### src/rtl/CPU_pkg.sv
// CPU_pkg: shared fetch-stage types (entry format, FSM states, trap causes).
// Rev 1.0
`default_nettype none

package CPU_pkg;

    localparam logic [31:0] CAUSE_INST_ADDR_MISALIGNED = 32'd0;
    localparam logic [31:0] CAUSE_INST_ACCESS_FAULT    = 32'd1;

    typedef enum logic [0:0] {
        REQ  = 1'b0,
        WAIT = 1'b1
    } fetch_state_e;

    typedef struct packed {
        logic [31:0] pc;
        logic [31:0] ir;
        logic        exc_pend;
        logic [31:0] exc_cause;
    } fetch_entry_t;

endpackage

`default_nettype wire

### src/rtl/fetch_skid_buf.sv
// fetch_skid_buf: one-entry holding buffer for fetch entries; clear wins over push/pop.
// Rev 1.0
`default_nettype none

module fetch_skid_buf
    import CPU_pkg::*;
(
    input  logic         clk,
    input  logic         reset,
    input  logic         clear,
    input  logic         push,
    input  fetch_entry_t push_entry,
    input  logic         pop,
    output logic         full,
    output fetch_entry_t entry
);

    logic         full_q,  full_d;
    fetch_entry_t entry_q, entry_d;

    always_comb begin
        full_d  = full_q;
        entry_d = entry_q;
        if (clear) begin
            full_d = 1'b0;
        end else if (push) begin
            full_d  = 1'b1;
            entry_d = push_entry;
        end else if (pop) begin
            full_d = 1'b0;
        end
    end

    always_ff @(posedge clk or posedge reset) begin
        if (reset) begin
            full_q  <= 1'b0;
            entry_q <= '0;
        end else begin
            full_q  <= full_d;
            entry_q <= entry_d;
        end
    end

    assign full  = full_q;
    assign entry = entry_q;

endmodule

`default_nettype wire

### src/rtl/if_stage.sv
// if_stage: instruction fetch with one outstanding request, IF/ID register + skid.
// Rev 1.0
`default_nettype none

module if_stage
    import CPU_pkg::*;
#(
    parameter logic [31:0] RESET_ADDR = 32'h0000_0000
) (
    input  logic        clk,
    input  logic        reset,
    input  logic        flush,
    input  logic [31:0] flush_addr,
    output logic        valid_out,
    input  logic        ready_in,
    output logic [31:0] PC_IF,
    output logic [31:0] IR_IF,
    output logic        exc_pend_IF,
    output logic [31:0] exc_cause_IF,
    input  logic        jump_pred_IF,
    input  logic [31:0] jump_addr_IF,
    output logic        imem_req,
    output logic [31:0] imem_addr,
    input  logic        imem_ready,
    input  logic        imem_rvalid,
    input  logic [31:0] imem_rdata,
    input  logic        imem_err
);

    fetch_state_e state_q, state_d;
    logic [31:0]  fetch_pc_q, fetch_pc_d;
    logic [31:0]  req_addr_q, req_addr_d;
    logic         req_q, req_d;
    logic         kill_q, kill_d;
    logic         halt_q, halt_d;
    logic         out_valid_q, out_valid_d;
    fetch_entry_t out_q, out_d;

    logic         consume, pred, redirect, granted, pending, resp, launch;
    logic         new_valid, skid_full, skid_full_next, skid_push, skid_pop;
    fetch_entry_t new_entry, skid_entry;

    fetch_skid_buf u_skid (
        .clk        (clk),
        .reset      (reset),
        .clear      (redirect),
        .push       (skid_push),
        .push_entry (new_entry),
        .pop        (skid_pop),
        .full       (skid_full),
        .entry      (skid_entry)
    );

    always_comb begin
        consume  = out_valid_q && ready_in;
        pred     = consume && jump_pred_IF;
        redirect = flush || pred;
        granted  = (state_q == REQ) && req_q && imem_ready;
        pending  = ((state_q == WAIT) && !imem_rvalid) || ((state_q == REQ) && req_q);
        resp     = (state_q == WAIT) && imem_rvalid;

        // Entry source: bus response, or a misaligned PC trapped without a bus cycle
        new_valid = 1'b0;
        new_entry = '0;
        if (resp && !kill_q) begin
            new_valid          = 1'b1;
            new_entry.pc       = req_addr_q;
            new_entry.ir       = imem_err ? 32'd0 : imem_rdata;
            new_entry.exc_pend = imem_err;
            new_entry.exc_cause = imem_err ? CAUSE_INST_ACCESS_FAULT : 32'd0;
        end else if ((state_q == REQ) && !req_q && !halt_q && !skid_full
                     && (fetch_pc_q[1:0] != 2'b00)) begin
            new_valid           = 1'b1;
            new_entry.pc        = fetch_pc_q;
            new_entry.exc_pend  = 1'b1;
            new_entry.exc_cause = CAUSE_INST_ADDR_MISALIGNED;
        end
        if (redirect) begin
            new_valid = 1'b0;
        end

        out_valid_d = out_valid_q;
        out_d       = out_q;
        skid_push   = 1'b0;
        skid_pop    = 1'b0;
        if (redirect) begin
            out_valid_d = 1'b0;
        end else if (consume) begin
            if (skid_full) begin
                out_d     = skid_entry;
                skid_pop  = 1'b1;
                skid_push = new_valid;
            end else begin
                out_valid_d = new_valid;
                if (new_valid) out_d = new_entry;
            end
        end else if (!out_valid_q) begin
            out_valid_d = new_valid;
            if (new_valid) out_d = new_entry;
        end else begin
            skid_push = new_valid;
        end

        skid_full_next = redirect  ? 1'b0 :
                         skid_push ? 1'b1 :
                         skid_pop  ? 1'b0 : skid_full;

        halt_d = flush ? 1'b0 : (halt_q || (new_valid && new_entry.exc_pend));

        if (redirect)  kill_d = pending;
        else if (resp) kill_d = 1'b0;
        else           kill_d = kill_q;

        // A killed grant belongs to the old path, so the redirect target must not advance
        if (flush)                       fetch_pc_d = flush_addr;
        else if (pred)                   fetch_pc_d = jump_addr_IF;
        else if (granted && !kill_q)     fetch_pc_d = fetch_pc_q + 32'd4;
        else                             fetch_pc_d = fetch_pc_q;

        state_d    = state_q;
        req_d      = req_q;
        req_addr_d = req_addr_q;
        launch     = 1'b0;
        case (state_q)
            REQ: begin
                if (req_q) begin
                    if (imem_ready) begin
                        state_d = WAIT;
                        req_d   = 1'b0;
                    end
                end else begin
                    launch = 1'b1;
                end
            end
            WAIT: begin
                if (imem_rvalid) begin
                    state_d = REQ;
                    launch  = 1'b1;
                end
            end
            default: state_d = REQ;
        endcase
        if (launch) begin
            req_addr_d = fetch_pc_d;
            req_d      = !skid_full_next && !halt_d && (fetch_pc_d[1:0] == 2'b00);
        end
    end

    always_ff @(posedge clk or posedge reset) begin
        if (reset) begin
            state_q     <= REQ;
            fetch_pc_q  <= RESET_ADDR;
            req_addr_q  <= 32'd0;
            req_q       <= 1'b0;
            kill_q      <= 1'b0;
            halt_q      <= 1'b0;
            out_valid_q <= 1'b0;
            out_q       <= '0;
        end else begin
            state_q     <= state_d;
            fetch_pc_q  <= fetch_pc_d;
            req_addr_q  <= req_addr_d;
            req_q       <= req_d;
            kill_q      <= kill_d;
            halt_q      <= halt_d;
            out_valid_q <= out_valid_d;
            out_q       <= out_d;
        end
    end

    assign valid_out    = out_valid_q;
    assign PC_IF        = out_q.pc;
    assign IR_IF        = out_q.ir;
    assign exc_pend_IF  = out_q.exc_pend;
    assign exc_cause_IF = out_q.exc_cause;
    assign imem_req     = req_q;
    assign imem_addr    = req_addr_q;

endmodule

`default_nettype wire
### config.mk
export PLATFORM = sky130hd
export DESIGN_NAME = if_stage
export DESIGN_NICKNAME = d
export VERILOG_FILES = /design/src/rtl/CPU_pkg.sv /design/src/rtl/fetch_skid_buf.sv /design/src/rtl/if_stage.sv
export SDC_FILE = /design/constraint.sdc
export NUM_CORES = 1
export LEC_CHECK = 0
export ABC_CLOCK_PERIOD_IN_PS = 10600
export CORE_MARGIN = 2
export CORE_UTILIZATION = 51
export CTS_CLUSTER_DIAMETER = 40
export DETAILED_ROUTE_END_ITERATION = 16
export PLACE_DENSITY = 0.8
export SETUP_SLACK_MARGIN = 0.2
export SYNTH_ARGS = -nofsm -noshare
export SYNTH_HDL_FRONTEND = slang
export SYNTH_SLANG_ARGS = --single-unit
### constraint.sdc
create_clock -name clk -period 10.6 [get_ports clk]
set_input_delay 2.12 -clock clk [delete_from_list [all_inputs] [get_ports clk]]
set_output_delay 2.12 -clock clk [all_outputs]
set_load 0.02 [all_outputs]
# Word-level counts from Yosys, hierarchy flattened
# Index checks and enable logic that the tools add are counted.
word_totals:
  inputBits: 104
  wordCells: 97
  out_inout_bits: 131
  regBits: 264
classes:
  n_reduce_logical: 30
  eq_ne: 3
  mux: 45
  addsub: 1
  n_bitwise: 2
ops:
  columns: ["cell", "count"]
  rows:
  - ["2-to-1 mux 97 bit", 4]
  - ["2-to-1 mux 32 bit", 7]
  - ["2-to-1 mux 33 bit", 2]
  - ["adder 32 x 3 -> 32 bit, second input constant", 1]
  - ["2-to-1 mux 1 bit", 30]
  - ["logical AND 1 bit", 15]
  - ["zero test 1 bit", 7]
  - ["inequality test 2 x 1 -> 1 bit, second input constant", 2]
  - ["case mux 1 bit (2 select lines)", 2]
  - ["AND reduction 2 bit", 2]
  - ["nonzero test 2 bit", 2]
  - ["logical OR 1 bit", 3]
  - ["inequality test 3 bit, second input constant", 1]
  - ["zero test 2 bit", 1]
  - ["inverter 1 bit", 2]

# Depth between registers and ports, before layout
# Gate-level depths: netlist of the first run.
logic_depth:
  word_depth: 17
  depth_mapped: 9
  ltp_nobuf: 6

# Cells and area by module
# Synthesis of the first run repeated with hierarchy kept, for this count alone.
hier_totals:
  hier_cells: 1008
  area_unflattened_um2: 12201.7
modules_own_cells:
  columns: ["module", "seq_area_each_um2", "n_inst", "cells_per_inst", "area_per_inst_um2"]
  rows:
  - ["if_stage", 4154.0, 1, 797, 8421.8]
  - ["fetch_skid_buf", 2452.4, 1, 211, 3779.9]

# Worst setup path before layout of the first run
# OpenSTA, ideal clock, no wires.
synth_path:
  kind: "input-to-reg"
  from: "input port imem_ready"
  to: "register req_addr_q[20], in the netlist imem_addr[20]"
  path_slack_ns: 6.897
  arrival_ns: 3.600
  setup_time_ns: 0.104
  path_stages: 7
  t_required_ns: 10.496
  n_path_buf: 2
  path_cell_list: "nand3b_4 -> or4_4 -> buf_6 -> buf_6 -> nor4_2 -> nor3_1 -> o41ai_2"
synth_between:
  elab_chain_cells: 5
synth_lines:
  columns: ["item", "line", "text"]
  rows:
  - ["from (decl)", "if_stage.sv:24", "input logic imem_ready,"]
  - ["logical AND 1 bit", "if_stage.sv:58", "granted = (state_q == REQ) && req_q && imem_ready;"]
  - ["logical AND 1 bit", "if_stage.sv:117", "else if (granted && !kill_q) fetch_pc_d = fetch_pc_q + 32'd4;"]
  - ["2-to-1 mux 32 bit", "if_stage.sv:117", null]
  - ["2-to-1 mux 32 bit", "if_stage.sv:116", "else if (pred) fetch_pc_d = jump_addr_IF;"]
  - ["2-to-1 mux 32 bit", "if_stage.sv:115", "if (flush) fetch_pc_d = flush_addr;"]
  - ["to (signal assigned)", "if_stage.sv:162", "req_addr_q <= req_addr_d;"]
  - ["to (decl)", "if_stage.sv:32", "logic [31:0] req_addr_q, req_addr_d;"]
# Every way passes these cells.
# A chain may end at the register's enable or synchronous reset.

# Worst setup path after layout of the first run
layout_path:
  from: "input port ready_in"
  to: "register u_skid.entry_q (netlist bit u_skid.entry[52])"
layout_between:
  elab_chain_cells: 8
  elab_cells_between_ends: 10
  classes_between: "mux: 5; bitwise: 1; reduce/logical: 4"
layout_lines:
  columns: ["item", "line", "text"]
  rows:
  - ["from (decl)", "if_stage.sv:15", "input logic ready_in,"]
  - ["logical AND 1 bit (*)", "if_stage.sv:55", "consume = out_valid_q && ready_in;"]
  - ["logical AND 1 bit", "if_stage.sv:56", "pred = consume && jump_pred_IF;"]
  - ["logical OR 1 bit", "if_stage.sv:57", "redirect = flush || pred;"]
  - ["2-to-1 mux 1 bit", "if_stage.sv:78", "if (redirect) begin"]
  - ["2-to-1 mux 1 bit, on equally long branches", "if_stage.sv:97, if_stage.sv:89", null]
  - ["2-to-1 mux 1 bit", "if_stage.sv:88", "end else if (consume) begin"]
  - ["2-to-1 mux 1 bit", "if_stage.sv:86", "if (redirect) begin"]
  - ["AND reduction 2 bit (no line) (*)", null, null]
  - ["to (signal assigned)", "fetch_skid_buf.sv:40", "entry_q <= entry_d;"]
  - ["to (decl)", "fetch_skid_buf.sv:19", "fetch_entry_t entry_q, entry_d;"]
# Mark *: on every way between the ends. The rest lies on a longest branch, timed or not.

==> flow_summary.yaml, run 1 <==
pwr:
  powerDensity_nw_per_um2: 252
  max-vdd-ir-drop_uv: 158
  power_mw: 3.61
  power_leakage_nw: 6.28
grt:
  grtUsageMet3_pct: 4.43
  grt_use_met1_pct: 37.8
  grt_pass1_vias: 8794
  grt.busiest_layer: "met2"
  globalRouteOverflowTotal: 0
  use_met2_pct: 42.1
  antenna_found_initial: 0
  grt.total_usage_pct: 26.7
  grt_pass1_wl_microns: 47500
  grt_max_degree: 92
sta:
  setup_slack_ps: 5680
  fin_tns_setup_ps: 0
  hold_ws_ps: 473
  final.period_utilization_pct: 46.4
  finClkSkew_ps: 18.3
  rsz0062_at_grt: "no"
  finalHoldViolations: 0
  max_freq_ghz: 0.203
  slew_headroom_pct: 21.5
  drv_slew: 0
  worst_slew_pin_slew_ps: 1180
  setup_viol: 0
  min_period_ps: 4920
synthesis:
  syn-mean-instance-area_sq_um: 10.9
  synthSimpleGateAreaFrac_pct: 14.0
  syn_inst: 990
  synth-seq-cells: 233
  synthAdderAreaFrac_pct: 0.116
  synth_common_cells: "dfrtp_1, nand2_1, mux2_2, and2_1, clkbuf_1"
  muxShareOfSynthArea_pct: 8.76
  seq_area_frac_synth_pct: 54.2
  synth.distinct_cells: 61
  netlist_area_sq_um: 10800
  synth.top_cell.area_share_pct: 54.2
  ys_warn_count: 0
  synth_edf_count: 0
  synth_top_family_by_area: "compound AO/OA/AOI/OAI gates"
  synth_ff_type: "dfrtp_1"
  synth_compound_area_share_pct: 18.8
  synthMostInstantiatedCell: "dfrtp_1"
  async_flop_share_pct: 100
  yosysTopAreaCell: "dfrtp_1"
  synthXorXnorAreaFrac_pct: 0.976
  syn_nets: 1095
  yosys-top-cells-area: "dfrtp_1, mux2_2, and2_1, nand2_1, a2bb2oi_1"
routing:
  drt-total-wl_microns: 29400
  detail-route-antenna-nets: 0
  vias_per_cell: 5.92
  drtIter0Drc: 739
  num_vias: 8837
  dr.pass1.iters: 5
  routedWlPerCell_microns: 19.7
  drc: 0
status:
  status: "completed"
finish:
  fin_cells: 1492
  nFillCells: 1599
  final_cell_area_sq_um: 14300
  multi_input_area_sq_um: 4640
  syn2layout_area_growth_pct: 33.1
  final_nets: 1298
  seqCellArea_sq_um: 5830
  drive_above_1_share_pct: 13.7
  antenna-diode-count: 0
  final_util_pct: 68.6
job:
  cap_violations: 0
worst_setup_path:
  r2r_setup_slack_ps: 7170
  criticalPathCategory: "input port to flip-flop"
  arrival_ps: 5360
  required_ps: 11040
  r2r.worst_path.cells: 5
  worst-path-max-fanout: 66
  reg2reg_from: "valid_out"
  worst_setup_path_end_kind: "flip-flop"
  r2r_end: "u_skid.entry[52]"
  start_kind: "input port"
hold_path:
  holdCritStartpoint: "PC_IF[10]"
  hold-path-endpoint: "PC_IF[10]"
  hold_class: "flip-flop to flip-flop"
  hold_path_depth: 2
place:
  dpl_cell_area_sq_um: 13300
  pre_cts_ws_ps: 5170
  placement.io_buffers: 234
  dp_cells: 1435
  place_congestion: 0.877
  dp_hpwl_microns: 19400
clock_tree:
  clock_path_buffers: 3
  cts_resized: 0
  cts_root_buf: "clkbuf_16"
  cts_setup_buffers: 0
  numCtsBuffers: 31
  htreeDepth: 1
  cts.sinks: 233
  holdBufCountCts: 0
  cts_tree: "done"
  clk_pin_slew_worst_paths_ps: 60
  clk_latency_ps: 570
floorplanning:
  core_area_sq_um: 20900
  io_pins: 235
  die-area_sq_um: 22300
  initial_utilization_pct: 51.5
  die_x_microns: 149
  rows: 53
  die_h_microns: 149
-- where the power goes --
group | internal, mW | switching [mW]
combinational | 0.595 | 0.697
sequential | 1.11 | 0.189
clock | 0.600 | 0.414
total | 2.31 | 1.30
-- registers in the layout, summed over array words and instances (netlist names) --
| signal | count |
|---|---|
| IR_IF | 32 |
| PC_IF | 32 |
| exc_cause_IF | 32 |
| exc_pend_IF | 1 |
| fetch_pc_q | 32 |
| halt_q | 1 |
| imem_addr | 32 |
| imem_req | 1 |
| kill_q | 1 |
| state_q | 1 |
| u_skid.entry | 66 |
| u_skid.full | 1 |
| valid_out | 1 |
-- area by class of cell --
cell class                 instances  share of cell area [%]
clock buffer                      38                    5.88
clock inverter                    19                    1.28
inverter                           8                   0.262
multi-input combinational        670                    32.4
sequential                       233                    40.7
tap                              275                    2.40
timing repair buffer             249                    17.1
-- worst max-delay path, cell delays in order --
cell             delay [ps]
clkdlybuf4s50_1         570
and3_1                  980
nor2_2                  260
o2111ai_4               230
buf_4                   730
mux2_2                  420
-- layout by cell type (no fill, tap or decap), types with 4 or more instances in the layout --
master / synthesis / layout
xnor2_1: 8 / 8
o31ai_1: 13 / 13
a31oi_1: 7 / 7
a311oi_1: 4 / 4
and2_1: 64 / 64
o21a_1: 5 / 5
a21oi_1: 26 / 24
nand2b_1: 8 / 8
mux2i_1: 11 / 11
inv_1: 8 / 7
buf_4: 0 / 15
mux2_2: 74 / 74
nand4_1: 9 / 9
a22o_1: 33 / 33
clkinvlp_4: 0 / 5
nor2_1: 39 / 38
clkbuf_16: 0 / 31
inv_6: 0 / 6
nor3_1: 15 / 14
a211oi_1: 5 / 5
clkbuf_8: 0 / 4
a21o_1: 6 / 6
nor4_1: 5 / 5
xor2_1: 4 / 4
clkdlybuf4s50_1: 0 / 233
o22ai_1: 32 / 32
nand3_1: 17 / 17
and3_1: 8 / 8
a2bb2oi_1: 34 / 34
dfrtp_1: 233 / 233
o21ai_0: 57 / 57
a22oi_1: 32 / 32
nand2_1: 97 / 97
or3_1: 7 / 7
-- metal layers --
layer	vias to the layer above	part of all wire [%]	wire length (microns)
met5	-	0	0
met4	0	2.6	759
met3	50	7.1	2100
met2	406	47	13800
met1	4331	44	12800
li1	4050	-	-
-- worst max-delay path by stage --
stage	startpoint	to	slack, ps	cells past startpoint
floorplan	reset	IR_IF[0]	2090	1
global placement	ready_in	u_skid.entry[33]	5220	6
detailed placement	ready_in	u_skid.entry[66]	5170	6
CTS	ready_in	imem_req	5700	7
global route	ready_in	imem_req	5440	7
finish	ready_in	u_skid.entry[52]	5680	6
-- cell families after synthesis --
family	count (synthesis)
AND/OR/NAND/NOR	288
AO/OA/AOI/OAI	284
flip-flops	233
buffers and inverters	87
multiplexers	85
XOR/XNOR	12
adder cells (fa/ha/maj)	1
Power figures use the tool's default switching activity.
==> inputs of run 2 (changes only) <==
Settings changed: ABC_CLOCK_PERIOD_IN_PS 10600 to 5000.
Clock period 10.6 ns to 5 ns, I/O delays scaled along.
==> flow_summary.yaml, run 2 (synthesis gave the netlist of run 1 again) <==
sta:
  fin_tns_setup_ps: 0
  finClkSkew_ps: 13.6
  setup_viol: 0
  slew_headroom_pct: 42.2
  final.period_utilization_pct: 63.3
  drv_slew: 0
  rsz0062_at_grt: "no"
  worst_slew_pin_slew_ps: 865
  min_period_ps: 3160
  finalHoldViolations: 0
  max_freq_ghz: 0.316
  hold_ws_ps: 476
worst_setup_path:
  reg2reg_from: "valid_out"
  crit_slowest_cell: "clkdlybuf4s50_1"
  arrival_ps: 3600
  criticalPathCategory: "input port to flip-flop"
  cp_slowest_stage_delay_ps: 510
  required_ps: 5430
  start_kind: "input port"
  critPathLaunch: "ready_in"
  worstPathCellList: "clkdlybuf4s50_1 > and3_1 > buf_4 > nor2_2 > o2111ai_4 > buf_12 > mux2_2"
  worst-path-max-fanout: 44
  worst_setup_path_end_kind: "flip-flop"
floorplanning:
  rows: 53
  die-area_sq_um: 22300
  die_h_microns: 149
  core_area_sq_um: 20900
  initial_utilization_pct: 51.5
  io_pins: 235
  die_x_microns: 149
finish:
  antenna-diode-count: 0
  largest_reg_flops: 66
  mostFrequentLayoutCells: "dfrtp_1, clkdlybuf4s50_1, nand2_1"
  multi_input_area_sq_um: 4640
  seqCellArea_sq_um: 5830
  nFillCells: 1568
  syn2layout_area_growth_pct: 33.4
  final_nets: 1301
  drive_above_1_share_pct: 13.7
clock_tree:
  cts_root_buf: "clkbuf_16"
  cts_tree: "done"
  holdBufCountCts: 0
  clk_latency_ps: 550
  cts_resized: 0
  cts_setup_buffers: 0
  numCtsBuffers: 29
  cts.sinks: 233
  clock_path_buffers: 3
  clk_pin_slew_worst_paths_ps: 60
  htreeDepth: 1
place:
  dp_hpwl_microns: 19200
  placement.io_buffers: 234
  place_congestion: 0.881
routing:
  dr.pass1.iters: 6
  routedWlPerCell_microns: 19.3
  num_vias: 8814
  vias_per_cell: 5.91
  drc: 0
  drt-total-wl_microns: 28900
  detail-route-antenna-nets: 0
  drtIter0Drc: 670
grt:
  grt_max_degree: 93
  globalRouteOverflowTotal: 0
  grt.total_usage_pct: 25.7
  antenna_found_initial: 0
  grt_pass1_vias: 8628
  grt_pass1_wl_microns: 45800
pwr:
  powerDensity_nw_per_um2: 529
  power_mw: 7.59
  power_leakage_nw: 6.31
  max-vdd-ir-drop_uv: 264
hold_path:
  hold_class: "flip-flop to flip-flop"
  holdCritStartpoint: "PC_IF[28]"
job:
  cap_violations: 0
status:
  status: "completed"
run 2: cell types whose count changed in the layout (fill, tap and decap cells not counted):
cell,delta
clkbuf_8,+1
clkinvlp_4,-2
buf_4,+1
clkbuf_16,-2
buf_12,+4
clkinv_4,+1
inv_8,+1
inv_6,-2
clkinv_2,-2
run 2: final timing paths:
check	cells after the start	slack [ps]	to
max	7	1840	u_skid.entry[65]
min	2	480	PC_IF[28]
max reg2reg	6	2270	u_skid.entry[65]
min reg2reg	2	480	PC_IF[28]
max in group asynchronous	3	3080	fetch_pc_q[6]
min in group asynchronous	2	990	exc_cause_IF[8]
run 2: final cells by class:
type	instances	share of cell area, %
Multi-Input combinational cell	670	32.3
Inverter	8	0.235
Sequential cell	233	40.6
Clock inverter	15	1.15
Timing Repair Buffer	254	17.7
Clock buffer	37	5.61
Tap cell	275	2.40
run 2: worst max-delay path, delay by kind of cell:
kind	cells	cell delay (ps)
compound gates	1	510
buf+inv	3	1110
simple gates	2	600
mux	1	310
run 2: power by group:
part	switching, mW	internal (mW)	total [mW]
registers	0.402	2.37	2.77
logic	1.48	1.28	2.76
clock network	0.845	1.22	2.06
total	2.73	4.86	7.59
run 2: through the flow:
stage / std cells / utilization [%] / worst slack, ps / cell area [sq um]
2_1_floorplan: 990 / - / 950 / 10800
3_3_place_gp: 1440 / 64.1 / 1390 / 13400
3_5_place_dp: 1440 / 64.1 / 1350 / 13400
4_1_cts: 1492 / 68.7 / 1910 / 14400
5_1_grt: 1492 / 68.7 / 1690 / 14400
6_report: 1492 / 68.7 / 1840 / 14400
run 2: metal layers:
metal  vias up  share of wire, %  global-route usage [%]  wire length, microns
met1      4322                44                    37.7                 12700
met2       374                46                    39.2                 13300
met5         -                 0                       0                     0
met4         0               3.0                    9.33                   860
li1       4057                 -                       -                     -
met3        61               6.8                    3.49                  1950
